**src/rtl/countdown_timer_if.sv**
```systemverilog
// Control and status bundle for countdown_timer: load/start/pause inputs plus
// the registered count and state flags.
interface countdown_timer_if #(
    parameter int WIDTH = 8
);
    logic             load;
    logic [WIDTH-1:0] load_value;
    logic             go;
    logic             hold;
    logic [WIDTH-1:0] Q;
    logic             running;
    logic             done;
    logic             expired;

    modport master (
        output load, load_value, go, hold,
        input  Q, running, done, expired
    );

    modport slave (
        input  load, load_value, go, hold,
        output Q, running, done, expired
    );
endinterface

```
**src/rtl/countdown_timer.sv**
```systemverilog
// Loadable down-counter stepping once every TICK_DIV cycles while running,
// with start/pause/abort control and a sticky expiry flag.
module countdown_timer #(
    parameter int WIDTH    = 8,
    parameter int TICK_DIV = 50_000_000
) (
    input  logic             clk,
    input  logic             clear_b,
    countdown_timer_if.slave tif
);
    localparam int               DIV_W    = (TICK_DIV > 1) ? $clog2(TICK_DIV) : 1;
    localparam logic [DIV_W-1:0] DIV_LAST = DIV_W'(TICK_DIV - 1);
    localparam logic [DIV_W-1:0] DIV_ZERO = DIV_W'(0);
    localparam logic [DIV_W-1:0] DIV_ONE  = DIV_W'(1);
    localparam logic [WIDTH-1:0] Q_ZERO   = WIDTH'(0);
    localparam logic [WIDTH-1:0] Q_ONE    = WIDTH'(1);

    typedef enum logic [1:0] {
        ST_IDLE   = 2'd0,
        ST_RUN    = 2'd1,
        ST_PAUSED = 2'd2,
        ST_DONE   = 2'd3
    } state_t;

    state_t           state_r;
    state_t           state_nxt_s;
    logic [WIDTH-1:0] q_r;
    logic [WIDTH-1:0] q_nxt_s;
    logic [DIV_W-1:0] div_r;
    logic [DIV_W-1:0] div_nxt_s;
    logic             running_r;
    logic             done_r;
    logic             expired_r;

    // State, count, divider and flag registers; flags are derived from the next state
    always_ff @(posedge clk or negedge clear_b) begin
        if (!clear_b) begin
            state_r   <= ST_IDLE;
            q_r       <= Q_ZERO;
            div_r     <= DIV_ZERO;
            running_r <= 1'b0;
            done_r    <= 1'b0;
            expired_r <= 1'b0;
        end else begin
            state_r   <= state_nxt_s;
            q_r       <= q_nxt_s;
            div_r     <= div_nxt_s;
            running_r <= (state_nxt_s == ST_RUN);
            done_r    <= (state_nxt_s == ST_DONE) && (state_r != ST_DONE);
            expired_r <= (state_nxt_s == ST_DONE);
        end
    end

    // Next-state logic; load overrides everything, hold beats go inside RUN/PAUSED
    always_comb begin
        state_nxt_s = state_r;
        q_nxt_s     = q_r;
        div_nxt_s   = div_r;
        if (tif.load) begin
            state_nxt_s = ST_IDLE;
            q_nxt_s     = tif.load_value;
            div_nxt_s   = DIV_ZERO;
        end else begin
            case (state_r)
                ST_IDLE: begin
                    if (tif.go && (q_r != Q_ZERO)) begin
                        state_nxt_s = ST_RUN;
                        div_nxt_s   = DIV_ZERO;
                    end else begin
                        state_nxt_s = ST_IDLE;
                    end
                end
                ST_RUN: begin
                    // A hold edge freezes the divider even at terminal count
                    if (tif.hold) begin
                        state_nxt_s = ST_PAUSED;
                    end else if (div_r == DIV_LAST) begin
                        q_nxt_s   = q_r - Q_ONE;
                        div_nxt_s = DIV_ZERO;
                        if (q_r == Q_ONE) begin
                            state_nxt_s = ST_DONE;
                        end else begin
                            state_nxt_s = ST_RUN;
                        end
                    end else begin
                        div_nxt_s = div_r + DIV_ONE;
                    end
                end
                ST_PAUSED: begin
                    if (tif.go && !tif.hold) begin
                        state_nxt_s = ST_RUN;
                    end else begin
                        state_nxt_s = ST_PAUSED;
                    end
                end
                ST_DONE: begin
                    state_nxt_s = ST_DONE;
                    q_nxt_s     = Q_ZERO;
                end
                default: begin
                    state_nxt_s = ST_IDLE;
                    q_nxt_s     = Q_ZERO;
                    div_nxt_s   = DIV_ZERO;
                end
            endcase
        end
    end

    assign tif.Q       = q_r;
    assign tif.running = running_r;
    assign tif.done    = done_r;
    assign tif.expired = expired_r;
endmodule

```
**src/flat_wrapper.sv**
```systemverilog
// flat-port wrapper written by rule: the top's interface ports become plain ports
module countdown_timer_flat 
#(
    parameter int WIDTH    = 8,
    parameter int TICK_DIV = 50_000_000
)
  (clk, clear_b, tif_load, tif_load_value, tif_go, tif_hold, tif_Q, tif_running, tif_done, tif_expired);
  countdown_timer_if #(.WIDTH(WIDTH)) tif_i ();
  input  logic clk;
  input  logic clear_b;
  input wire logic [$bits(tif_i.load)-1:0] tif_load;
  input wire logic [$bits(tif_i.load_value)-1:0] tif_load_value;
  input wire logic [$bits(tif_i.go)-1:0] tif_go;
  input wire logic [$bits(tif_i.hold)-1:0] tif_hold;
  output wire logic [$bits(tif_i.Q)-1:0] tif_Q;
  output wire logic [$bits(tif_i.running)-1:0] tif_running;
  output wire logic [$bits(tif_i.done)-1:0] tif_done;
  output wire logic [$bits(tif_i.expired)-1:0] tif_expired;
  assign tif_i.load = tif_load;
  assign tif_i.load_value = tif_load_value;
  assign tif_i.go = tif_go;
  assign tif_i.hold = tif_hold;
  assign tif_Q = tif_i.Q;
  assign tif_running = tif_i.running;
  assign tif_done = tif_i.done;
  assign tif_expired = tif_i.expired;
  countdown_timer #(.WIDTH(WIDTH), .TICK_DIV(TICK_DIV)) u_core (.clk(clk), .clear_b(clear_b), .tif(tif_i));
endmodule
```
**config.mk**
```make
export PLATFORM = sky130hd
export DESIGN_NAME = countdown_timer_flat
export DESIGN_NICKNAME = d
export VERILOG_FILES = /design/src/rtl/countdown_timer_if.sv /design/src/rtl/countdown_timer.sv /design/src/flat_wrapper.sv
export SDC_FILE = /design/constraint.sdc
export NUM_CORES = 1
export LEC_CHECK = 0
export ABC_AREA = 1
export BUFFER_PORTS_ARGS = -buffer_cell sky130_fd_sc_hd__buf_2
export CAP_MARGIN = 20
export CORE_ASPECT_RATIO = 1.2
export CORE_MARGIN = 5
export CORE_UTILIZATION = 55
export CTS_CLUSTER_SIZE = 10
export DETAILED_ROUTE_END_ITERATION = 6
export PLACE_DENSITY = 0.74
export SKIP_LAST_GASP = 1
export SYNTH_ARGS = -nofsm -noshare
export SYNTH_HDL_FRONTEND = slang
export SYNTH_SLANG_ARGS = --single-unit
```
**constraint.sdc**
```tcl
create_clock -name clk -period 5 [get_ports clk]
set_input_delay 0.25 -clock clk [delete_from_list [all_inputs] [get_ports clk]]
set_output_delay 0.25 -clock clk [all_outputs]
set_load 0.02 [all_outputs]
```
==> impl_metrics.py <==
metrics = {
    "synth": {
        "synth_register_bits": 39,
        "syn-cell-area_um2": 2810,
        "ys_warn_count": 0,
        "syn-num-nets": 439,
        "yosys.area.top_type": "sky130_fd_sc_hd__dfrtp_1",
        "postSynthAreaPerCell_um2": 6.65,
        "synth_area_in_compound_gates_pct": 6.42,
        "xor_xnor_portion_of_the_synthesized_cell_area_pct": 2.50,
        "synth_simple_gate_area_share_pct": 44.8,
        "synth_top_family_by_area": "simple AND/OR/NAND/NOR gates",
        "synth.yosys.seq_area_share_pct": 34.8,
        "synth.top_cell.area_share_pct": 34.8,
        "synth_adder_area_share_pct": 1.78,
        "synth.mux.area_fraction_pct": 0,
        "post_synth_num_cell_types": 35,
        "netlist_instances": 422,
        "ys_top_cells_by_area": "sky130_fd_sc_hd__dfrtp_1 35%, sky130_fd_sc_hd__nand2_1 18%, sky130_fd_sc_hd__inv_1 7.4%",
    },
    "clocking": {
        "cts_tree": "done",
        "h-tree-depth": 2,
        "cts.clk_slew.worst_paths_ps": 80,
        "worst_skew_pair.late_latency_ps": 300,
        "clock_sink_count": 39,
        "cts_resized": 0,
        "cts.repair_timing.setup_buffer_count": 0,
        "ctsHoldBuffers": 0,
        "clockRootBuffer": "sky130_fd_sc_hd__clkbuf_8",
        "cts_inserted_buffers": 5,
        "max-clock-path-buffers": 2,
    },
    "setup_path": {
        "worst_path_bufs_invs": 0,
        "cp_cell_sequence": "ha_1 -> nand2_2 -> nor2_4 -> nand2_1 -> nor2_1 -> nand2_2 -> o21ai_4 -> nand2_4 -> nand2_1 -> nand2_1",
        "timing.critical_path.slowest_cell_delay_ps": 390,
        "crit_top_cell": "sky130_fd_sc_hd__nand2_1",
        "cp.required_ps": 5190,
        "critical_path.endpoint_type": "register",
        "critical_path.startpoint_type": "register",
        "crit_path_max_fanout": 9,
        "arrival_time_worst_endpoint_ps": 2070,
        "worst-setup-path-type": "reg -> reg",
        "path_depth": 10,
        "reg2reg_depth": 10,
        "cp_slowest_cell": "sky130_fd_sc_hd__dfrtp_1",
        "worst_path_dominant_cell_family": "simple AND/OR/NAND/NOR gates",
    },
    "timing": {
        "setup-tns-final_ps": 0,
        "slew_headroom_pct": 40.3,
        "hold_violations": 0,
        "report.final.slew_viol_count": 0,
        "clock_skew_ps": 5.00,
        "max_freq_mhz": 532,
        "fin_crit_ps": 1880,
        "final_min_period_over_clock_period_pct": 37.6,
        "worst_slack_ps": 3120,
        "grt_setup_unrepaired": "no",
        "tightest_slew_ps": 896,
        "timing.final.setup_violations": 0,
    },
    "global_routing": {
        "grt_first_pass_wirelength_um": 12000,
        "grt_antenna_before_repair": 0,
        "gr-total-overflow": 0,
        "number_of_global_route_vias_before_repair": 2718,
        "grt_start_max_net_pins": 40,
        "overall_global_routing_resource_usage_pct": 23.4,
    },
    "finish": {
        "diode_count": 0,
        "area_delta_synth_final_pct": 9.41,
        "nNetsFinal": 462,
        "fillerInstances": 490,
        "proportion_of_layout_cells_with_a_drive_suffix_above_1_pct": 13.7,
    },
    "power_and_ir_drop": {
        "vdd_drop_max_uv": 194,
        "total_leakage_power_nw": 1.52,
        "power.clock.fraction_pct": 34.3,
        "swShare_pct": 32.1,
        "total_switching_power_w": 0.000262,
        "p_total_w": 0.000815,
        "cell_int_power_w": 0.000553,
        "power.density_cell_area_nw_per_um2": 266,
        "p_comb_share_pct": 21.9,
        "flop_pwr_share_pct": 43.8,
    },
    "floorplanning": {
        "io-pin-count": 24,
        "die_w_um": 75.2,
        "die-height_um": 88.3,
        "design.die.area_um2": 6640,
        "start_util_pct": 56.8,
        "core_area_um2": 4940,
        "floorplan.rows": 28,
    },
    "detailed_routing": {
        "routed-via-count": 2704,
        "detailedRoute.firstPassIterationCount": 4,
        "wl_per_cell_um": 13.6,
        "route.final.wire_length_um": 6890,
        "drc_violation_count_after_routing": 0,
        "drt_iter0_markers": 143,
        "ant_nets": 0,
        "viasPerCell": 5.34,
    },
    "status": {
        "run_status": "finished, final reports clean",
    },
    "flow_run": {
        "drv.max_cap_violation_count": 0,
    },
    "min_path": {
        "min_path_type": "in -> async",
    },
    "placement": {
        "buffers_added_on_ports": 23,
        "finalWeightedCongestion": 0.916,
        "hpwl_um": 5210,
        "dp_slack_ps": 3090,
    },
}
placed cells by master (no fill, tap or decap), types with 2 or more instances in the layout:
cell                       count
sky130_fd_sc_hd__a21oi_1       4
sky130_fd_sc_hd__buf_2        23
sky130_fd_sc_hd__clkbuf_8      6
sky130_fd_sc_hd__dfrtp_1      39
sky130_fd_sc_hd__ha_1          4
sky130_fd_sc_hd__inv_1        55
sky130_fd_sc_hd__inv_2         3
sky130_fd_sc_hd__nand2_1     136
sky130_fd_sc_hd__nand2_2       6
sky130_fd_sc_hd__nand2_4       3
sky130_fd_sc_hd__nand3_1      31
sky130_fd_sc_hd__nand3b_1      3
sky130_fd_sc_hd__nand4_1      20
sky130_fd_sc_hd__nor2_1       51
sky130_fd_sc_hd__nor2_2        5
sky130_fd_sc_hd__nor2_4        5
sky130_fd_sc_hd__nor3_1        9
sky130_fd_sc_hd__nor3_2        2
sky130_fd_sc_hd__o21ai_0      15
sky130_fd_sc_hd__o21ai_1       3
sky130_fd_sc_hd__o21bai_1      3
sky130_fd_sc_hd__xor2_1        7
cell families after synthesis:
family                   count (synthesis)
AO/OA/AOI/OAI                           30
XOR/XNOR                                 8
adder cells (fa/ha/maj)                  4
buffers and inverters                   67
flip-flops                              39
AND/OR/NAND/NOR                        274
worst reg2reg max path: stages, from the launching register on:
cell,delay (ps)
sky130_fd_sc_hd__dfrtp_1,390
sky130_fd_sc_hd__ha_1,260
sky130_fd_sc_hd__nand2_2,110
sky130_fd_sc_hd__nor2_4,150
sky130_fd_sc_hd__nand2_1,70
sky130_fd_sc_hd__nor2_1,120
sky130_fd_sc_hd__nand2_2,110
sky130_fd_sc_hd__o21ai_4,280
sky130_fd_sc_hd__nand2_4,140
sky130_fd_sc_hd__nand2_1,90
sky130_fd_sc_hd__nand2_1,50
final timing paths:
| path | startpoint | to | slack, ps |
|---|---|---|---|
| max | u_core.div_r[0] | u_core.tif.Q[5] | 3120 |
| min in group clk | tif_load_value[6] | u_core.tif.Q[6] | 290 |
| max reg2reg | u_core.div_r[0] | u_core.tif.Q[5] | 3120 |
| max in group asynchronous | clear_b | u_core.tif.Q[4] | 4380 |
| min | clear_b | u_core.tif.running | 80 |
| min reg2reg | u_core.div_r[1] | u_core.div_r[1] | 530 |
power by group through the flow:
stage          logic [W]  registers [W]  clock network (W)
6_report        0.000178       0.000357           0.000280
5_1_grt         0.000201       0.000361           0.000294
4_1_cts         0.000179       0.000357           0.000284
3_5_place_dp    0.000178       0.000364                  0
3_3_place_gp    0.000175       0.000363                  0
2_1_floorplan   0.000113       0.000377                  0
synthesized netlist by cell type (all sizes together):
cell type	n
nand2	145
nor2	61
inv	58
dfrtp	39
nand3	32
nand4	20
o21ai	20
nor3	11
buf	7
xor2	7
a21oi	5
ha	4
nand3b	3
o21bai	3
a31oi	1
and3	1
clkbuf	1
clkinv	1
nor3b	1
o21a	1
xnor2	1
metrics by stage:
stage               area [um^2]  utilization [%]  cells  hold slack, ps
finish                     3070             62.2    506            76.4
global route               3070             62.2    506             147
CTS                        3070             62.2    506             104
detailed placement         2950             59.8    498             424
global placement           2950             59.8    498             420
floorplan                  2810                -    422           -45.6
layout make-up:
type	count	area [um^2]	area share (%)
multi-input cells	316	1560	50.7
flip-flops and latches	39	976	31.8
inverters	59	221	7.21
repair buffers	24	123	3.99
clock buffers	6	82.6	2.69
well taps	60	75.1	2.44
clock inverters	2	35.0	1.14
registers in the layout, indices dropped and copies added (netlist names):
signal and flops:
u_core.tif.Q 8, u_core.state_r 2, u_core.tif.done 1, u_core.tif.expired 1, u_core.tif.running 1, u_core.div_r 26
layer usage:
layer	vias to the layer above	share of wire, %	global-route usage, %
met4	0	3.8	13.5
met3	24	4.2	3.75
met2	80	50	40.4
met1	1224	42	26.8
li1	1376	-	-
met5	-	0	0
No activity file was read; power rests on OpenSTA's default activity.
